[src/rtl/clkdiv_pkg.sv]
// Shared definitions for the clock-divider controller: FSM states, register
// offsets (word index from wb_adr_i[3:2]) and STATUS bit positions.
package clkdiv_pkg;

  typedef enum logic [2:0] {
    S_RST   = 3'd0,
    S_RUN   = 3'd1,
    S_DRAIN = 3'd2,
    S_DRST  = 3'd3,
    S_LOAD  = 3'd4
  } state_t;

  localparam logic [1:0] REG_CTRL   = 2'd0;
  localparam logic [1:0] REG_DIV    = 2'd1;
  localparam logic [1:0] REG_STATUS = 2'd2;
  localparam logic [1:0] REG_EDGES  = 2'd3;

  localparam int ST_BUSY  = 0;
  localparam int ST_PEND  = 1;
  localparam int ST_LEVEL = 2;

endpackage

[src/rtl/clkdiv_edge_cnt.sv]
// Synchronizes the divided clock into clk, detects its rising edges and keeps
// a wrapping 16-bit count of those seen while the divider is enabled.
module clkdiv_edge_cnt (
  input  logic        clk,
  input  logic        reset,
  input  logic        div_clk,
  input  logic        count_en,
  input  logic        clear,
  output logic [15:0] count,
  output logic        level
);

  logic        sync1, sync2, sync_d;
  logic        rise;
  logic [15:0] count_nxt;

  assign level = sync2;
  assign rise  = sync2 & ~sync_d;

  // Clear has priority over a coincident edge.
  always_comb begin
    count_nxt = count;
    if (clear)
      count_nxt = '0;
    else if (rise && count_en)
      count_nxt = count + 16'd1;
  end

  always_ff @(posedge clk or posedge reset) begin
    if (reset) begin
      sync1  <= 1'b0;
      sync2  <= 1'b0;
      sync_d <= 1'b0;
      count  <= '0;
    end else begin
      sync1  <= div_clk;
      sync2  <= sync1;
      sync_d <= sync2;
      count  <= count_nxt;
    end
  end

endmodule

[src/rtl/clkdiv_ctrl.sv]
// Wishbone slave that owns the divider's n/enable/reset and sequences every
// divisor change as disable, quiesce, reset, load, re-enable.
module clkdiv_ctrl
  import clkdiv_pkg::*;
#(
  parameter logic [7:0]  DEFAULT_N     = 8'd4,
  parameter logic        ENABLE_AT_RST = 1'b0,
  parameter int unsigned QUIESCE_CYC   = 4,
  parameter int unsigned RST_CYC       = 2
) (
  input  logic        clk,
  input  logic        reset,
  input  logic        wb_cyc_i,
  input  logic        wb_stb_i,
  input  logic        wb_we_i,
  input  logic [3:0]  wb_adr_i,
  input  logic [3:0]  wb_sel_i,
  input  logic [31:0] wb_dat_i,
  output logic [31:0] wb_dat_o,
  output logic        wb_ack_o,
  output logic [7:0]  div_n,
  output logic        div_enable,
  output logic        div_reset,
  input  logic        div_clk_in
);

  localparam logic [3:0] Q_LAST = 4'(QUIESCE_CYC - 1);
  localparam logic [3:0] R_LAST = 4'(RST_CYC - 1);

  state_t      state, state_nxt;
  logic [3:0]  cnt, cnt_nxt;
  logic        ctrl_en, ctrl_en_nxt;
  logic [7:0]  pending, pending_nxt;
  logic        pend_valid, pend_valid_nxt;
  logic [7:0]  div_n_nxt;
  logic        div_enable_nxt, div_reset_nxt;
  logic        req, wr_ack, wr_byte, ctrl_wr, div_wr, edges_clr;
  logic [1:0]  reg_sel;
  logic [31:0] rd_data;
  logic [15:0] edge_count;
  logic        div_level;
  logic        unused_bits;

  // Handshake: the master raises cyc&stb and holds them (with we/adr/dat/sel)
  // until it has seen ack; ack is a registered one-cycle pulse, never issued
  // while ack is already high, and a write commits at the end of the ack cycle.
  assign reg_sel   = wb_adr_i[3:2];
  assign req       = wb_cyc_i & wb_stb_i & ~wb_ack_o;
  assign wr_ack    = wb_ack_o & wb_cyc_i & wb_stb_i & wb_we_i;
  assign wr_byte   = wr_ack & wb_sel_i[0];
  assign ctrl_wr   = wr_byte && (reg_sel == REG_CTRL);
  assign div_wr    = wr_byte && (reg_sel == REG_DIV);
  assign edges_clr = wr_ack && (reg_sel == REG_EDGES);

  assign unused_bits = ^{wb_sel_i[3:1], wb_dat_i[31:8], wb_adr_i[1:0]};

  always_comb begin
    state_nxt      = state;
    cnt_nxt        = cnt;
    ctrl_en_nxt    = ctrl_wr ? wb_dat_i[0] : ctrl_en;
    pending_nxt    = div_wr ? wb_dat_i[7:0] : pending;
    pend_valid_nxt = pend_valid;
    div_n_nxt      = div_n;
    case (state)
      S_RST: begin
        if (cnt == R_LAST) begin
          state_nxt = S_RUN;
          cnt_nxt   = '0;
        end else begin
          cnt_nxt = cnt + 4'd1;
        end
      end
      // A write that landed during S_LOAD leaves pend_valid set, which
      // starts the next sequence straight away.
      S_RUN: begin
        if (div_wr || pend_valid)
          state_nxt = S_DRAIN;
      end
      S_DRAIN: begin
        if (cnt == Q_LAST) begin
          state_nxt = S_DRST;
          cnt_nxt   = '0;
        end else begin
          cnt_nxt = cnt + 4'd1;
        end
      end
      S_DRST: begin
        if (cnt == R_LAST) begin
          state_nxt = S_LOAD;
          cnt_nxt   = '0;
        end else begin
          cnt_nxt = cnt + 4'd1;
        end
      end
      S_LOAD: begin
        state_nxt      = S_RUN;
        div_n_nxt      = pending;
        pend_valid_nxt = 1'b0;
      end
      default: begin
        state_nxt = S_RST;
        cnt_nxt   = '0;
      end
    endcase
    if (div_wr)
      pend_valid_nxt = 1'b1;
    div_enable_nxt = (state_nxt == S_RUN) & ctrl_en_nxt;
    div_reset_nxt  = (state_nxt == S_RST) || (state_nxt == S_DRST);
  end

  always_comb begin
    rd_data = '0;
    case (reg_sel)
      REG_CTRL:   rd_data[0]   = ctrl_en;
      REG_DIV:    rd_data[7:0] = pend_valid ? pending : div_n;
      REG_STATUS: begin
        rd_data[ST_BUSY]  = (state != S_RUN);
        rd_data[ST_PEND]  = pend_valid;
        rd_data[ST_LEVEL] = div_level;
      end
      default:    rd_data[15:0] = edge_count;
    endcase
  end

  always_ff @(posedge clk or posedge reset) begin
    if (reset) begin
      state      <= S_RST;
      cnt        <= '0;
      ctrl_en    <= ENABLE_AT_RST;
      pending    <= '0;
      pend_valid <= 1'b0;
      div_n      <= DEFAULT_N;
      div_enable <= 1'b0;
      div_reset  <= 1'b1;
      wb_ack_o   <= 1'b0;
      wb_dat_o   <= '0;
    end else begin
      state      <= state_nxt;
      cnt        <= cnt_nxt;
      ctrl_en    <= ctrl_en_nxt;
      pending    <= pending_nxt;
      pend_valid <= pend_valid_nxt;
      div_n      <= div_n_nxt;
      div_enable <= div_enable_nxt;
      div_reset  <= div_reset_nxt;
      wb_ack_o   <= req;
      wb_dat_o   <= (req && !wb_we_i) ? rd_data : '0;
    end
  end

  clkdiv_edge_cnt u_edge (
    .clk      (clk),
    .reset    (reset),
    .div_clk  (div_clk_in),
    .count_en (div_enable),
    .clear    (edges_clr),
    .count    (edge_count),
    .level    (div_level)
  );

endmodule

[config.mk]
export PLATFORM = sky130hd
export DESIGN_NAME = clkdiv_ctrl
export DESIGN_NICKNAME = d
export VERILOG_FILES = /design/src/rtl/clkdiv_pkg.sv /design/src/rtl/clkdiv_edge_cnt.sv /design/src/rtl/clkdiv_ctrl.sv
export SDC_FILE = /design/constraint.sdc
export NUM_CORES = 1
export LEC_CHECK = 0
export ABC_AREA = 1
export BUFFER_PORTS_ARGS = -buffer_cell sky130_fd_sc_hd__buf_2
export CAP_MARGIN = 25
export CORE_ASPECT_RATIO = 1.75
export CORE_MARGIN = 3
export CORE_UTILIZATION = 54
export CTS_BUF_LIST = sky130_fd_sc_hd__clkbuf_2 sky130_fd_sc_hd__clkbuf_4 sky130_fd_sc_hd__clkbuf_8
export CTS_CLUSTER_SIZE = 14
export DETAILED_ROUTE_END_ITERATION = 6
export PLACE_DENSITY = 0.82
export SLEW_MARGIN = 40
export SYNTH_ARGS = -nofsm -noshare
export SYNTH_HDL_FRONTEND = slang
export SYNTH_HIERARCHICAL = 1
export SYNTH_SLANG_ARGS = --single-unit
[constraint.sdc]
create_clock -name clk -period 1.5 [get_ports clk]
set_clock_uncertainty 0.1 [all_clocks]
set_input_delay 0.15 -clock clk [delete_from_list [all_inputs] [get_ports clk]]
set_output_delay 0.15 -clock clk [all_outputs]
set_load 0.005 [all_outputs]
# Word level (Yosys, flattened, before mapping)
# Cells that the tools add are included.
# totals
register_bits,63
latchBits,0
ram_bits,0
mem_bits_ro,0
inputBits,46
word_cells,74
n_memories,0
# classes
add_sub_neg,2
n_mul,0
div_mod_pow,0
order_cmp,0
eq_ne,12
n_shift,0
muxes,19
bitwise,10
n_reduce_logical,17
# op_table
op,count
2-to-1 mux 16 bit,3
"adder 16 x 1 -> 16 bit, second input constant",1
2-to-1 mux 8 bit,2
one-hot mux 3 bit (5 select lines),1
2-to-1 mux 3 bit,4
one-hot mux 4 bit (3 select lines),1
one-hot mux 5 bit (2 select lines),1
"equality test 3 x 2 -> 1 bit, second input constant",3
bitwise AND 1 bit,8
2-to-1 mux 4 bit,2
"equality test 3 x 1 -> 1 bit, second input constant",2
zero test 3 bit,2
one-hot mux 2 bit (3 select lines),1
OR reduction 2 bit,3
logical AND 1 bit,5
"adder 4 x 1 -> 4 bit, second input constant",1
"equality test 2 bit, second input constant",2
"equality test 4 x 1 -> 1 bit, second input constant",1
"equality test 4 x 2 -> 1 bit, second input constant",1
nonzero test 2 bit,2
"equality test 3 bit, second input constant",1
2-to-1 mux 1 bit,3
"!= test 3 x 1 -> 1 bit, second input constant",1
one-hot mux 1 bit (3 select lines),1
other kinds (6),8

# Logic depth before layout (Yosys ltp)
# Gate-level depths: netlist of the first run.
# depth
word_depth,10
depth_mapped,9
depth_no_buf,9

# Modules after synthesis
# Netlist of the first run, hierarchy kept.
# modules_own_cells
module,n_inst,cells_per_inst,area_per_inst_um2,seq_area_each_um2
clkdiv_ctrl,1,242,2107.0,1103.6
clkdiv_edge_cnt,1,139,1022.2,475.5

# Worst setup path after synthesis of the first run
# Ideal clock, no wire load.
# synth_timing
kind,register -> register
start,register wb_ack_o
end,register u_edge.count[13]
t_arrival_ps,1170
setup_slack_ps,107
stages_incl_launch_ff,8
n_path_buf,0
synth_period_minus_slack_ps,1393
cell_sequence,dfrtp_1 -> nand2_1 -> nor3_1 -> inv_1 -> nand2_1 -> nand2_1 -> nor3b_1 -> nor2_1
# synth_between
elab_chain_len,5
elab_cells_between_ends,6
# synth_rtl
element,line_no,rtl
from (decl),clkdiv_ctrl.sv:20,"output logic wb_ack_o,"
from (signal assigned),clkdiv_ctrl.sv:146,wb_ack_o <= req;
bitwise AND 1 bit * (3 in a row),clkdiv_ctrl.sv:49,assign wr_ack = wb_ack_o & wb_cyc_i & wb_stb_i & wb_we_i;
logical AND 1 bit *,clkdiv_ctrl.sv:53,assign edges_clr = wr_ack && (reg_sel == REG_EDGES);
named net edges_clr,clkdiv_ctrl.sv:37,"logic req, wr_ack, wr_byte, ctrl_wr, div_wr, edges_clr;"
2-to-1 mux 16 bit or nonzero test 2 bit (tied branches),-,
to (signal assigned),clkdiv_edge_cnt.sv:39,count <= count_nxt;
to (decl),clkdiv_edge_cnt.sv:9,"output logic [15:0] count,"
# The timed path passes the listed nets; every way through them passes the cells marked *.
# A chain may end at the register's enable or synchronous reset.

# Worst setup path after layout of the first run
# layout_timing
start,register cnt[1]
end,register div_enable
# layout_between
elab_chain_len,5
elab_cells_between_ends,8
# layout_rtl
element,line_no,rtl
from (decl),clkdiv_ctrl.sv:31,"logic [3:0] cnt, cnt_nxt;"
from (signal assigned),clkdiv_ctrl.sv:139,cnt <= cnt_nxt;
equality test 4 x 1 -> 1 bit or equality test 4 x 2 -> 1 bit (tied branches),"clkdiv_ctrl.sv:66, clkdiv_ctrl.sv:88, clkdiv_ctrl.sv:80",
2-to-1 mux 3 bit (on tied branches),"clkdiv_ctrl.sv:88, clkdiv_ctrl.sv:66, clkdiv_ctrl.sv:80",
one-hot mux 3 bit (5 select lines) *,clkdiv_ctrl.sv:64,case (state)
named net state_nxt[0],clkdiv_ctrl.sv:30,"state_t state, state_nxt;"
equality test 3 x 1 -> 1 bit *,clkdiv_ctrl.sv:107,div_enable_nxt = (state_nxt == S_RUN) & ctrl_en_nxt;
bitwise AND 1 bit *,clkdiv_ctrl.sv:107,
named net div_enable_nxt,clkdiv_ctrl.sv:36,"logic div_enable_nxt, div_reset_nxt;"
to (signal assigned),clkdiv_ctrl.sv:144,div_enable <= div_enable_nxt;
to (decl),clkdiv_ctrl.sv:22,"output logic div_enable,"
# Marked as above.

==> impl_results.md, run 1 <==
- Status: complete, but fails checks
- Violated checks: negative setup slack
- Synth area leaders: dfrtp_1, nand2_1, nor2_1
- CTS tree: done
- Syn_area_per_cell: between 8 and 9 um^2
- Setup TNS Final: -34.1 ps
- Switch Pwr: around 1.8 mW
- Die X: about 64 um
- Fin crit period: 1530 ps
- Mux contribution to synthesized area: 0%
- Async set-reset flop share out of synthesis: 100%
- Warnings from Yosys: 6
- Period utilization: 102%
- Core Region: 5590 um^2
- # H-tree levels: 3
- Max IR drop VDD: 834 uV
- Rows: 36
- WP data required: between 1500 and 2000 ps
- Vias/cell: between 5 and 6
- Total GRT Usage: 21.7%
- Largest net degree at the start of global routing: 45
- Int Pwr: 3.82 mW
- Final setup margin: -31.7 ps
- First-pass GRT wire length: about 11 mm
- Most frequent cells in the layout: nand2_1, dfrtp_1, nor2_1, buf_2, inv_1
- Area leader, netlist: dfrtp_1
- Maximum operating frequency: 653 MHz
- Worst path max stage delay: 420 ps
- Synthesized-area fraction occupied by adder cells: roughly 1.6%
- Predominant post-synthesis flop cell: dfrtp_1
- Clock tree buffer depth: 2
- Pre-CTS setup slack: -23.4 ps
- CP Capture Type: flip-flop
- Number of global-route vias before repair: about 2600
- Crit-path cells: ha_2, inv_2, nor3_4, nand2_1, nand2_1, inv_2, nand3_2, nand2_1, nor2_2
- Leading cell type in the layout, fill and taps excluded: nand2_1
- Xor and xnor area share after synthesis: 0.840%
- Hold slack: roughly 56 ps
- Hold Crit Class: input port to flip-flop
- CTS Root Cell: clkbuf_8
- CTS buffer count: 9
- Sequential group share of total power: about 41%
- Num ports: roughly 90
- Logic gate share of total power: a little over a quarter
- Worst path arrival time: ~1700 ps
- Layout Nets: 510
- CP most frequent cell: nand2_1
- Clk slew on worst S/H paths: 70 ps
- Area delta synth->final: 26.2%
- Clk pwr share: 33.0%
- Remaining global-route overflow: 0
- DR iter-0 viols: 169
- FF/Latch Area: ~1600 um^2
- Simple-Gate Fraction of Synth Area: between 20% and 30%
- Die Y: 107 um
- Cell Pwr Density: about 1400 nW/um^2
- Initial antenna violation count: 0
- Slew Limit Fails: 0
- Post-synthesis sequential area ratio: 50.5%
- LEAKAGE: between 2 and 2.5 nW
- Via Count: 2737
- Count of different cell masters after synthesis: 32
- Largest family of logic cells by synthesized area: simple AND/OR/NAND/NOR gates
- Fin. Hold Viols: 0
- Drt drc: 0
- Avg WL per Cell: between 10 and 15 um
- FF+latch count, synth: between 60 and 70
- Sw frac: a little under a third
- Placed Cells: a little over 500
- Port Buffers: 43
- Crit start category: flip-flop
- Post-synth EDFFs: 0
- FILL cells: approximately 430
- Share of layout cells above drive strength 1: a little over a quarter
- Synthesized instance count: around 380
- Die ar.: around 6800 um^2
- Max_cap viols: 0
- Top-area cell type share of the netlist area: a little under 50%
- Slowest CP cell: dfrtp_1
- Compound-Gate Fraction of Synth Area: just over 10%
- Antenna viol nets, final: 0
- Setup CP Type: flip-flop to flip-flop
- DP HPWL: roughly 4.8 mm
- 1st-pass router iterations: 4
- RSZ-0062 raised after global routing: true
- Final setup vio count: 2
- Area of the multi-input gates: 1330 um^2
- Post-Layout Cell Count: around 540
- Synthesized area: roughly 3100 um^2
- Final WL: between 7 and 8 mm
- Insertion delay to the later sink of the worst-skew pair: 350 ps
- GPL Wtd Cong: about 0.93
- Clock sink total: 63
- Worst Path Max Fanout: 5
- Initial Utilization: 56.0%
- Final antenna diode count: 0
power groups by stage:
stage / Sequential, mW / Clock (mW) / Combinational, mW
after global placement: 2.26 / 0 / 1.20
after global routing: 2.30 / 1.95 / 1.66
after floorplan: 2.23 / 0 / 0.895
after CTS: 2.25 / 1.88 / 1.30
after detailed placement: 2.27 / 0 / 1.25
final: 2.26 / 1.84 / 1.48
sequential cells by signal, summed over array words and instances (netlist names):
register       count
u_edge/level       1
cnt                4
u_edge/sync_d      1
ctrl_en            1
div_enable         1
u_edge/count      16
div_n              8
wb_dat_o          16
state              3
pending            8
pend_valid         1
wb_ack_o           1
div_reset          1
u_edge/sync1       1
cells by family after synthesis:
logic type,Yosys count
adders and majority gates,4
other,1
AOI/OAI and AO/OA,60
xor gates and xnor gates,3
buffers and inverters,71
DFF,63
and+or+nand+nor,179
Yosys cell counts, types with 2 or more instances:
| cell | instances |
|---|---|
| nor2_4 | 3 |
| inv_1 | 44 |
| nand3_2 | 2 |
| nand3_1 | 21 |
| buf_2 | 3 |
| nand2_4 | 2 |
| dfstp_2 | 2 |
| nor2_2 | 4 |
| o21ai_0 | 25 |
| o21bai_1 | 2 |
| a21oi_1 | 29 |
| nor3_1 | 5 |
| nand2_2 | 3 |
| dfrtp_1 | 61 |
| buf_4 | 17 |
| xor2_1 | 2 |
| nor3b_1 | 2 |
| clkbuf_1 | 2 |
| nand4_1 | 5 |
| nor2_1 | 46 |
| ha_1 | 4 |
| nand2_1 | 85 |
| inv_2 | 3 |
metal layers:
| metal | vias to the layer above | part of all wire [%] | track usage (%) |
|---|---|---|---|
| li1 | 1336 | - | - |
| met1 | 1310 | 37 | 21.7 |
| met2 | 67 | 56 | 40.5 |
| met3 | 24 | 3.6 | 5.35 |
| met4 | 0 | 3.4 | 11.4 |
| met5 | - | 0 | 0 |
metrics by stage:
step                      power (mW)  instance area, um^2  utilization, %
after floorplan                 3.12                 3190               -
after global placement          3.46                 3430            61.4
after detailed placement        3.52                 3430            61.4
after CTS                       5.42                 3800            68.0
after global routing            5.91                 3950            70.7
final                           5.59                 3950            70.7
repair_timing:
| item | in CTS | in global routing |
|---|---|---|
| pin swaps | 0 | 13 |
| setup endpoints to repair | 1 | 15 |
| buffers inserted | 0 | 11 |
| hold endpoints to repair | 71 | 0 |
| hold buffers | 11 | 0 |
| gates resized for setup | 1 | 23 |
cell type report:
| cell class | count | share of cell area (%) |
|---|---|---|
| clock inverter | 5 | 2.63 |
| multi-input combinational | 262 | 33.8 |
| tap | 76 | 2.41 |
| clock buffer | 11 | 3.83 |
| sequential | 63 | 40.0 |
| inverter | 48 | 4.63 |
| timing repair buffer | 76 | 12.7 |
worst max-delay path, delay by kind of cell, from the launching register on:
kind	cells	cell delay (ps)
fa+ha+maj	1	200
simple gates	6	650
flops	1	420
buf+inv	2	100
path summary, 6_finish.rpt:
| check | start | end | slack (ps) | cells past startpoint |
|---|---|---|---|---|
| worst max register to register | cnt[1]$_DFFE_PP0N_ | div_enable$_DFF_PP0_ | -30 | 9 |
| worst min register to register | u_edge/sync1$_DFF_PP0_ | u_edge/level$_DFF_PP0_ | 250 | 0 |
| worst min-delay path | wb_adr_i[3] | wb_dat_o[2]$_DFF_PP0_ | 60 | 3 |
| max in group asynchronous | reset | div_reset$_DFF_PP1_ | 660 | 4 |
| worst max-delay path | cnt[1]$_DFFE_PP0N_ | div_enable$_DFF_PP0_ | -30 | 9 |
| min in group asynchronous | reset | u_edge/count[11]$_DFFE_PP0P_ | 350 | 4 |
(Power assumes the default switching activity.)
==> run 2, diff against run 1 <==
Settings changed: MAX_ROUTING_LAYER set to met4.
==> run 2 against run 1 <==
  * The flow still finishes with violations (negative setup slack)
  * Largest power group unchanged
  * Highest routed layer unchanged
  * Via count shrank 0.22%
  * Cell count unchanged
  * Total power is essentially flat
  * Final area unchanged
  * Worst setup slack better by 2.0 ps
  * Utilization unchanged
  * Sequential share of layout area did not move
==> impl_results.md, run 2 (same netlist as run 1, synthesis figures left out) <==
- Core Region: 5590 um^2 (unchanged)
- Crit-path cells: ha_2, inv_2, nor3_4, nand2_1, nand2_1, inv_2, nand3_2, nand2_1, nor2_2
- Setup CP Type: flip-flop to flip-flop
- Final setup vio count: 2 (unchanged)
- Layout Nets: 510 (unchanged)
- Worst Path Max Fanout: 5 (unchanged)
- Crit path from: cnt[1]$_DFFE_PP0N_
- LEAKAGE: 2.05 nW (unchanged)
- CTS Root Cell: clkbuf_8
- Reg-to-Reg Start: cnt[1]$_DFFE_PP0N_
- Clock sink total: 63 (unchanged)
- CP Capture Type: flip-flop
- Fin. Hold Viols: 0 (unchanged)
- DR iter-0 viols: 119 (-30%)
- Final antenna diode count: 0 (unchanged)
- WP data required: 1670 ps (about the same)
- Slew Limit Fails: 0 (unchanged)
- DP Area: 3430 um^2 (unchanged)
- Via Count: 2731 (-0.22%)
- Port Buffers: 43 (unchanged)
- Most frequent cells in the layout: nand2_1, dfrtp_1, nor2_1, buf_2, inv_1
- Vias/cell: 5.05 (-0.22%)
- Num ports: 89 (unchanged)
- RSZ-0062 raised after global routing: true
- FILL cells: 431 (unchanged)
- Clock tree buffer depth: 2 (unchanged)
- GPL Wtd Cong: 0.942 (+1.8%)
- Share of layout cells above drive strength 1: 26.7% (unchanged)
- Hold slack: 64.0 ps (+7.52 ps)
- Cell Pwr Density: 1420 nW/um^2 (about the same)
- Worst hold endpoint: wb_dat_o[2]$_DFF_PP0_
- 1st-pass router iterations: 5 (+1)
- Final WL: 7.19 mm (+0.36%)
- Crit start category: flip-flop
- Maximum operating frequency: 654 MHz (+0.13%)
- Avg WL per Cell: 13.3 um (+0.36%)
- Area delta synth->final: 26.2% (unchanged)
- Antenna viol nets, final: 0 (unchanged)
- DP HPWL: 4.85 mm (unchanged)
- Regs by FF count: u_edge/count (16), wb_dat_o (16)
- First-pass GRT wire length: 11.4 mm (about the same)
- Insertion delay to the later sink of the worst-skew pair: 340 ps (about the same)
- Leading cell type in the layout, fill and taps excluded: nand2_1
- Die Y: 107 um (unchanged)
- Max_cap viols: 0 (unchanged)
- Clk slew on worst S/H paths: 70 ps (about the same)
- Final Cell Area: 3950 um^2 (unchanged)
- Fin crit period: 1530 ps (-1.97 ps)
- Initial Utilization: 56.0% (unchanged)
- Number of global-route vias before repair: 2595 (+0.12%)
- Period utilization: 102% (-0.13 points)
- Start point of the worst hold path: wb_adr_i[3]
- CP most frequent cell: nand2_1
- CTS buffer count: 9 (unchanged)
- Total GRT Usage: 22.3% (+0.60 points)
- CTS tree: done
- R2r setup slk: -30 ps (about the same)
- Violated checks: negative setup slack
- Die X: 63.5 um (unchanged)
- Largest net degree at the start of global routing: 45 (unchanged)
- Max IR drop VDD: 834 uV (about the same)
- Slowest CP cell: dfrtp_1
- Worst hold stages: 3 (unchanged)
- Status: complete, but fails checks
- Initial antenna violation count: 0 (unchanged)
- Hold Crit Class: input port to flip-flop
- Die ar.: 6780 um^2 (unchanged)
- Reg-to-Reg End: div_enable$_DFF_PP0_
- # H-tree levels: 3 (unchanged)
- Worst path max stage delay: 420 ps (about the same)
- Drt drc: 0 (unchanged)
- Remaining global-route overflow: 0 (unchanged)
- Final setup margin: -29.7 ps (+1.97 ps)
- Rows: 36 (unchanged)
- Worst path arrival time: 1700 ps (about the same)
- Worst reg2reg path depth: 9 (unchanged)
run 2: critical path, delay by kind of cell, from the launching register on:
kind	cells	cell delay, ps
adder cells (fa/ha/maj)	1	200
buffers and inverters	2	100
flip-flops	1	420
AND/OR/NAND/NOR	6	650
run 2: what timing repair did:
| item | 4_1_cts | 5_1_grt |
|---|---|---|
| hold endpoints to repair | 71 | 0 |
| hold buffers | 11 | 0 |
| pin swaps | 0 | 13 |
| setup buffers | 0 | 11 |
| resized for setup | 1 | 23 |
| endpoints found under the setup margin | 1 | 15 |
run 2: layout make-up:
cell class / instances / area, um^2 / share of cell area [%]
Tap cell: 76 / 95.1 / 2.41
Inverter: 48 / 183 / 4.63
Sequential cell: 63 / 1580 / 40.0
Clock inverter: 5 / 104 / 2.63
Multi-Input combinational cell: 262 / 1330 / 33.8
Clock buffer: 11 / 151 / 3.83
Timing Repair Buffer: 76 / 503 / 12.7
run 2: how the worst max path moves through the flow:
stage / endpoint / slack, ps / cells after the start
after floorplan: u_edge/count[13]$_DFFE_PP0P_ / 110 / 7
after global placement: div_enable$_DFF_PP0_ / 80 / 8
after detailed placement: div_enable$_DFF_PP0_ / -20 / 9
after CTS: div_enable$_DFF_PP0_ / 3 / 8
after global routing: div_enable$_DFF_PP0_ / -110 / 9
final: div_enable$_DFF_PP0_ / -30 / 9
run 2: power by group:
part / switching, mW / total (mW) / internal, mW
sequential: 0.262 / 2.26 / 2.00
clock: 0.646 / 1.84 / 1.19
combinational: 0.864 / 1.49 / 0.623
run 2: through the flow:
stage                     power [mW]  utilization, %  worst slack [ps]  std cells  TNS, ps
after floorplan                 3.12               -               107        396        0
after global placement          3.46            61.4              77.2        503        0
after detailed placement        3.52            61.4             -23.4        503    -23.4
after CTS                       5.42            68.0              2.75        530        0
after global routing            5.91            70.7              -110        541     -479
final                           5.59            70.7             -29.7        541    -36.6
run 2: routing by layer:
| layer | track usage [%] | wire [um] |
|---|---|---|
| met1 | 21.7 | 2600 |
| met2 | 40.5 | 4050 |
| met3 | 5.35 | 295 |
| met4 | 11.4 | 246 |
| met5 | - | 0 |
